$ cat src/rtl/coherence_agent.sv
// Direct-mapped, one-word-per-line MSI cache agent that sits between a core and a snooping bus.
// Snoops are taken only from IDLE; a core request that loses to a snoop repeats its lookup from IDLE.
module coherence_agent #(
    parameter int LINES = 8
) (
    input  logic        CLK,
    input  logic        RST,
    input  logic        creq_ren,
    input  logic        creq_wen,
    input  logic [31:0] creq_addr,
    input  logic [31:0] creq_wdata,
    output logic [31:0] creq_rdata,
    output logic        creq_done,
    output logic        dREN,
    output logic        dWEN,
    output logic [31:0] daddr,
    output logic [31:0] dstore,
    input  logic [31:0] dload,
    input  logic        dwait,
    output logic        ccwrite,
    output logic        cctrans,
    input  logic        ccwait,
    input  logic        ccinv,
    input  logic [31:0] ccsnoopaddr
);
    localparam int IW = $clog2(LINES);
    localparam int TW = 30 - IW;

    typedef enum logic [2:0] {IDLE, WB, FETCH, SNP, SNPWB, DONE} state_t;
    typedef enum logic [1:0] {MSI_I, MSI_S, MSI_M} msi_t;

    state_t state, next;
    msi_t   msi  [LINES];
    logic [TW-1:0] tags [LINES];
    logic [31:0]   data [LINES];

    logic [IW-1:0] cidx, sidx;
    logic [TW-1:0] ctag, stag;
    logic          c_hit, s_hit;
    msi_t          c_st, s_st;

    assign cidx  = creq_addr[2+IW-1:2];
    assign ctag  = creq_addr[31:2+IW];
    assign sidx  = ccsnoopaddr[2+IW-1:2];
    assign stag  = ccsnoopaddr[31:2+IW];
    assign c_st  = msi[cidx];
    assign s_st  = msi[sidx];
    assign c_hit = (c_st != MSI_I) && (tags[cidx] == ctag);
    assign s_hit = (s_st != MSI_I) && (tags[sidx] == stag);

    logic          bus_ren, bus_wen, bus_ccw, done;
    logic [31:0]   bus_addr, bus_data, rdata;
    logic          st_we, fill, dw, trans;
    logic [IW-1:0] st_idx;
    msi_t          st_new;
    logic [31:0]   fill_val;
    logic          trans_q;

    always_ff @(posedge CLK or posedge RST) begin
        if (RST) state <= IDLE;
        else     state <= next;
    end

    always_comb begin
        next     = state;
        bus_ren  = 1'b0;
        bus_wen  = 1'b0;
        bus_ccw  = 1'b0;
        bus_addr = '0;
        bus_data = '0;
        done     = 1'b0;
        rdata    = '0;
        st_we    = 1'b0;
        st_idx   = cidx;
        st_new   = MSI_I;
        fill     = 1'b0;
        fill_val = dload;
        dw       = 1'b0;
        case (state)
            IDLE: begin
                if (ccwait) next = SNP;
                else if (creq_ren || creq_wen) begin
                    if (c_hit && (creq_ren || c_st == MSI_M)) begin
                        next = DONE;
                        dw   = creq_wen;
                    end else if (!c_hit && c_st == MSI_M) next = WB;
                    else next = FETCH;
                end
            end
            WB: begin
                bus_wen  = 1'b1;
                bus_addr = {tags[cidx], cidx, 2'b00};
                bus_data = data[cidx];
                if (!dwait) next = FETCH;
            end
            FETCH: begin
                bus_ren  = 1'b1;
                bus_addr = creq_addr;
                bus_ccw  = creq_wen;
                if (!dwait) begin
                    fill     = 1'b1;
                    fill_val = creq_wen ? creq_wdata : dload;
                    st_we    = 1'b1;
                    st_new   = creq_wen ? MSI_M : MSI_S;
                    next     = DONE;
                end
            end
            SNP: begin
                next = IDLE;
                if (s_hit && s_st == MSI_M) next = SNPWB;
                else if (s_hit && ccinv) begin
                    st_we  = 1'b1;
                    st_idx = sidx;
                    st_new = MSI_I;
                end
            end
            SNPWB: begin
                bus_wen  = 1'b1;
                bus_addr = ccsnoopaddr;
                bus_data = data[sidx];
                if (!dwait) begin
                    st_we  = 1'b1;
                    st_idx = sidx;
                    st_new = ccinv ? MSI_I : MSI_S;
                    next   = IDLE;
                end
            end
            DONE: begin
                done  = 1'b1;
                rdata = data[cidx];
                next  = IDLE;
            end
            default: next = IDLE;
        endcase
    end

    // A fill always installs a new tag or state, so it always counts as a transition.
    assign trans = st_we && ((msi[st_idx] != st_new) || fill);

    always_ff @(posedge CLK or posedge RST) begin
        if (RST) begin
            for (int i = 0; i < LINES; i++) msi[i] <= MSI_I;
            trans_q <= 1'b0;
        end else begin
            if (st_we) msi[st_idx] <= st_new;
            trans_q <= trans;
        end
    end

    always_ff @(posedge CLK) begin
        if (fill) begin
            tags[cidx] <= ctag;
            data[cidx] <= fill_val;
        end else if (dw) begin
            data[cidx] <= creq_wdata;
        end
    end

    // Outputs are gated so an asserted reset drops bus requests within the same cycle.
    assign dREN       = bus_ren & ~RST;
    assign dWEN       = bus_wen & ~RST;
    assign ccwrite    = bus_ccw & ~RST;
    assign daddr      = RST ? '0 : bus_addr;
    assign dstore     = RST ? '0 : bus_data;
    assign creq_done  = done & ~RST;
    assign creq_rdata = RST ? '0 : rdata;
    assign cctrans    = trans_q & ~RST;
endmodule

$ cat config.mk
export PLATFORM = sky130hd
export DESIGN_NAME = coherence_agent
export DESIGN_NICKNAME = d
export VERILOG_FILES = /design/src/rtl/coherence_agent.sv
export SDC_FILE = /design/constraint.sdc
export NUM_CORES = 1
export LEC_CHECK = 0
export ABC_AREA = 0
export CORE_MARGIN = 3
export CORE_UTILIZATION = 38
export CTS_CLUSTER_SIZE = 24
export DETAILED_ROUTE_END_ITERATION = 8
export GPL_TIMING_DRIVEN = 0
export HOLD_SLACK_MARGIN = 0.06
export PLACE_DENSITY = 0.67
export REMOVE_ABC_BUFFERS = 1
export SLEW_MARGIN = 10
export SYNTH_ARGS = -nofsm -noshare
export SYNTH_HDL_FRONTEND = slang
export SYNTH_SLANG_ARGS = --single-unit
$ cat constraint.sdc
create_clock -name CLK -period 15.6 [get_ports CLK]
set_clock_uncertainty 0.15 [all_clocks]
set_input_delay 3.9 -clock CLK [delete_from_list [all_inputs] [get_ports CLK]]
set_output_delay 3.9 -clock CLK [all_outputs]
set_load 0.02 [all_outputs]
==> reports/summary.txt, run 1 <==
Filler cells: 5,502
Slew Limit Fails: 0
Max-Slew Margin vs Limit: 18.7%
Post-route ant nets: 0
Delay-heaviest family, CP: buffers and inverters
Cells after DPL: 2,721
Asr flop ratio synth: 4.07%
Setup Fix Bufs, Post-CTS: 0
CP dominant cell by count: nor2_1
Pin count of the biggest net entering global routing: 79
WP buf/inv: 4
CP peak stage delay: 1.08 ns
Worst hold path class: reg2reg
Vias in the first global route: 17,811
Required @ worst endpoint: 11.55 ns
Final Hold Viols: 0
Die Width: 262 µm
Fin crit period: 12.06 ns
Number of port buffers: 235
Max Cap Viol: 0
FF+latch count, synth: 492
Gpl congestion: 0.852
Clock latency on the worst-skew pair: 0.60 ns
CTS root buffer: clkbuf_16
Fmax: 82.9 MHz
Io pins: 236
Slowest cell on crit path: nor2_1
Crit path max fanout: 45
Clock sinks: 492
VDD IR-drop max: 0.0000806 V
Area grow syn2layout: 22.1%
Core ar.: 64,600 µm²
Setup Viol. Count Final: 0
Initial antenna violation count: 1
Fin worst setup slack: 3.54 ns
Height of the die: 262 µm
Drt total wl: 77.8 mm
Ranking of synthesized cells by area: edfxtp_1, mux4_2, mux2i_1
Dpl ws: 3.59 ns
Via-per-instance ratio: 6.21
Longest Clk Path Bufs: 3
Non-Filler Instances: 2,811
Mapped Cells: 1,707
Crit-path cells: buf_4 -> buf_16 -> inv_1 -> nor2_1 -> a221oi_1 -> o221ai_1 -> a21oi_1 -> nor2_1 -> clkdlybuf4s50_1
Cell with the most instances after synthesis: edfxtp_1
Share of post-route cells with drive strength above 1: 15.6%
Reg2Reg Setup Slack: 10.10 ns
Post-DP HPWL: 50.7 mm
CTS tree: done
Die Area: 68,500 µm²
Main flop type after synthesis: edfxtp_1
Mapped Area: 24,900 µm²
EDFF count, synth: 472
Commonest cells post-synth: edfxtp_1, nor2_1, mux2i_1, a22oi_1, mux4_2
Post-CTS Hold Fix Bufs: 0
Crit path kind: in2out
WHS: 0.418 ns
Leak: 0.00995 µW
Final net count: 2,053
Cts repair resizes: 0
H-Tree Depth: 2
Synth top area share: 57.0%
Num CTS Buffers: 50
Mean area per synthesized cell: 14.6 µm²
Tot GR Track Use: 22.5%
Initial Util: 38.5%
First-pass GRT wire length: 115 mm
Arrival time worst endpoint: 8.01 ns
Unrepaired setup endpoints after global routing: no
Starting DRC count in detailed routing: 1,987
PwrDens: 116 nW/µm²
Routed WL per cell: 27.7 µm
Cell Rows: 93
Total gr overflow: 0
Seq/Total Area, Yosys: 59.0%
Remaining DRCs: 0
Cell type with the highest aggregate area in the netlist: edfxtp_1
Detailed-router iteration count before antenna repair: 5
Crit path launch type: primary input
Status: finished clean
Warnings from Yosys: 0
Slew @ Worst Pin: 1.22 ns
CTS clock-pin slew for the worst setup and hold paths: 0.06 ns
Synth unique cells: 61
Crit. End Element: primary output
Vias after detailed routing: 17,464
Post-route clock period utilization: 77.3%
[sequential cells by signal (all words and copies together) (netlist names)]
signal / count
tags: 216
trans_q: 1
state: 3
msi: 16
data: 256
[report_power, final]
group	leakage (µW)	switching, µW	total, µW	internal [µW]
sequential	0.00452	46.0	1580	1530
combinational	0.00471	492	832	340
clock	0.000717	492	1100	606
total	0.00995	1030	3510	2480
[cells by family (layout without fill, tap and decap cells)]
logic type                count (synthesis)  count (layout)  synth area share, %
other                                     0               1                    0
and+or+nand+nor                         324             324                 6.12
muxes                                   337             337                 19.9
DFF                                     492             492                 59.0
buffers and inverters                   142             390                 2.58
AOI/OAI and AO/OA                       368             368                 10.8
xor gates and xnor gates                 44              44                 1.55
[cells in the final DEF, fill, tap and decap left out, drive strengths merged, types with 15 or more instances in the layout]
cell | Yosys | routed
edfxtp | 472 | 472
clkdlybuf4s50 | 0 | 228
nor2 | 170 | 170
mux2i | 139 | 139
a22oi | 123 | 123
mux4 | 117 | 117
mux2 | 81 | 81
a21oi | 68 | 68
clkbuf | 76 | 65
buf | 58 | 65
a221oi | 49 | 49
o22a | 32 | 32
nand2 | 30 | 30
xor2 | 26 | 26
a22o | 25 | 25
o21ai | 23 | 23
and3 | 21 | 21
dfrtp | 20 | 20
clkinv | 0 | 20
xnor2 | 18 | 18
and2 | 18 | 18
nand4 | 17 | 17
nor3 | 15 | 15
nor2b | 15 | 15
[path summary, 6_finish.rpt]
check                                  start          end  cells past startpoint
worst min register to register       msi[14]      msi[14]                      1
worst max register to register    tags[3][8]  data[2][16]                     14
worst max-delay path            creq_addr[3]    daddr[22]                      9
min in group asynchronous                RST     state[2]                      3
max in group asynchronous                RST     state[0]                      3
worst min-delay path                 msi[14]      msi[14]                      1
[per-stage QoR]
stage	setup TNS [ns]	power, µW	utilization (%)	area [µm²]
floorplan	0	2010	-	24200
global placement	-2558.04	2400	42.8	27700
detailed placement	0	2430	44.7	28900
CTS	0	3520	47.0	30300
global route	0	3640	47.0	30300
finish	0	3510	47.0	30300
[metal layers]
layer,vias to the layer above,global-route usage (%),share of wire (%)
met5,-,0,0
met4,0,7.21,2.6
met3,143,5.02,11
met2,1117,36.2,47
met1,8825,30.5,39
li1,7379,-,-
[area by class of cell]
class                   count  area, µm²  share of cell area, %
clock buffers              65       1310                   4.31
flip-flops and latches    492      14700                   48.4
well taps                 855       1070                   3.53
clock inverters            24        154                  0.507
repair buffers            293       3370                   11.1
inverters                   8       30.0                 0.0990
diodes                      1       2.50                0.00825
multi-input cells        1073       9730                   32.1
No activity file was read; power rests on OpenSTA's default activity.
==> run 2, diff against run 1 <==
Settings changed: PLACE_DENSITY 0.67 to 0.69.
Clock period 15.6 ns to 10.57 ns, I/O delays scaled along.
==> run 2 against run 1 <==
Count of clock-buffer cells in the layout rose by 2. Worst hold slack got worse by 0.021 ns. Via count barely moved. First-iteration DRC count rose by 16%. Design area rose by 0.11%. Cell count rose by 0.11%. Largest power group unchanged.
==> reports/summary.txt, run 2 (same netlist as run 1, synthesis figures left out) <==
Post-route clock period utilization: 90.4%
Crit path launch type: primary input
VDD IR-drop max: 0.000113 V
Setup Viol. Count Final: 0
Clock latency on the worst-skew pair: 0.60 ns
Crit path max fanout: 54
Worst reg2reg path depth: 15
Max-Slew Margin vs Limit: 12.2%
Unrepaired setup endpoints after global routing: no
Fmax: 105 MHz
Core ar.: 64,600 µm²
Dpl ws: 1.21 ns
WP buf/inv: 4
PwrDens: 173 nW/µm²
Leak: 0.00996 µW
Worst setup path end: daddr[22]
Height of the die: 262 µm
Fin crit period: 9.55 ns
Reg2Reg Setup Slack: 5.19 ns
Status: finished clean
Cts repair resizes: 0
Die Width: 262 µm
Fin worst setup slack: 1.02 ns
Num CTS Buffers: 51
RR Endpoint: data[2][13]
Final core occ: 47.0%
CP peak stage delay: 1.06 ns
Slowest cell on crit path: nor2_1
Crit path kind: in2out
Via-per-instance ratio: 6.21
Commonest non-fill, non-tap cell in the layout: edfxtp_1
Number of port buffers: 235
Drt total wl: 78.3 mm
Slew @ Worst Pin: 1.32 ns
CP dominant cell by count: nor2_1
H-Tree Depth: 2
Starting DRC count in detailed routing: 2,297
Crit path from: creq_addr[3]
Longest Clk Path Bufs: 3
Slew Limit Fails: 0
Setup TNS: 0 ns
Io pins: 236
Delay-heaviest family, CP: buffers and inverters
CTS root buffer: clkbuf_16
Gpl congestion: 0.824
Total gr overflow: 0
Cell Rows: 93
Post-DP HPWL: 50.8 mm
Post-CTS Hold Fix Bufs: 0
Share of post-route cells with drive strength above 1: 15.7%
Worst hold path class: reg2reg
Remaining DRCs: 0
Final Hold Viols: 0
Reg with most FFs: data
Vias after detailed routing: 17,467
Hold Path Cell Cnt: 1
Post-route ant nets: 0
WHS: 0.397 ns
Most frequent cells in the layout: edfxtp_1, clkdlybuf4s50_1, nor2_1, mux2i_1, a22oi_1
Reg2reg start: tags[3][8]
Die Area: 68,500 µm²
Required @ worst endpoint: 7.78 ns
Initial Util: 38.5%
Final net count: 2,053
Crit. End Element: primary output
Vias in the first global route: 17,800
First-pass GRT wire length: 114 mm
Arrival time worst endpoint: 6.76 ns
Initial antenna violation count: 0
Detailed-router iteration count before antenna repair: 6
CTS tree: done
Max Cap Viol: 0
Area grow syn2layout: 22.2%
Pin count of the biggest net entering global routing: 80
Routed WL per cell: 27.8 µm
Largest regs: data: 256 flops, tags: 216 flops, msi: 16 flops
CTS clock-pin slew for the worst setup and hold paths: 0.05 ns
Clock sinks: 492
Tot GR Track Use: 22.4%
Max reg flops: 256
Crit. path cell count: 9
Crit-path cells: buf_4 -> buf_16 -> inv_1 -> nor2_1 -> a221oi_1 -> o221ai_1 -> a21oi_1 -> nor2_1 -> clkdlybuf4s50_1
Setup Fix Bufs, Post-CTS: 0
-- run 2: area by class of cell --
class / instances / area, µm²
fillers: 5508 / 34200
flip-flops and latches: 492 / 14700
multi-input cells: 1073 / 9730
repair buffers: 292 / 3340
clock buffers: 67 / 1340
well taps: 855 / 1070
clock inverters: 26 / 193
inverters: 8 / 30.0
diodes: 1 / 2.50
-- run 2: layer usage --
layer	track usage (%)	vias up	part of all wire [%]
met5	0	-	0
met4	7.75	0	3.0
met3	4.70	155	11
met2	36.8	1153	48
met1	29.7	8784	38
li1	-	7375	-
-- run 2: metrics by stage --
| stage | std cells | power, µW | instance area, µm² |
|---|---|---|---|
| after floorplan | 1573 | 2970 | 24200 |
| after global placement | 2663 | 3540 | 27700 |
| after detailed placement | 2720 | 3600 | 28800 |
| after CTS | 2813 | 5260 | 30400 |
| after global routing | 2813 | 5440 | 30400 |
| final | 2814 | 5240 | 30400 |
-- run 2: how the worst min path moves through the flow --
stage                     slack [ns]       to  startpoint
after floorplan                 0.34  msi[11]     msi[11]
after global placement          0.37   msi[8]      msi[8]
after detailed placement        0.39   msi[8]      msi[8]
after CTS                       0.40   msi[8]      msi[8]
after global routing            0.43   msi[8]      msi[8]
final                           0.40   msi[8]      msi[8]
-- run 2: report_power, final --
group          switching, µW  total (µW)  internal, µW
combinational            724        1230           506
sequential              75.7        2340          2260
clock                    739        1680           939
total                   1540        5240          3710
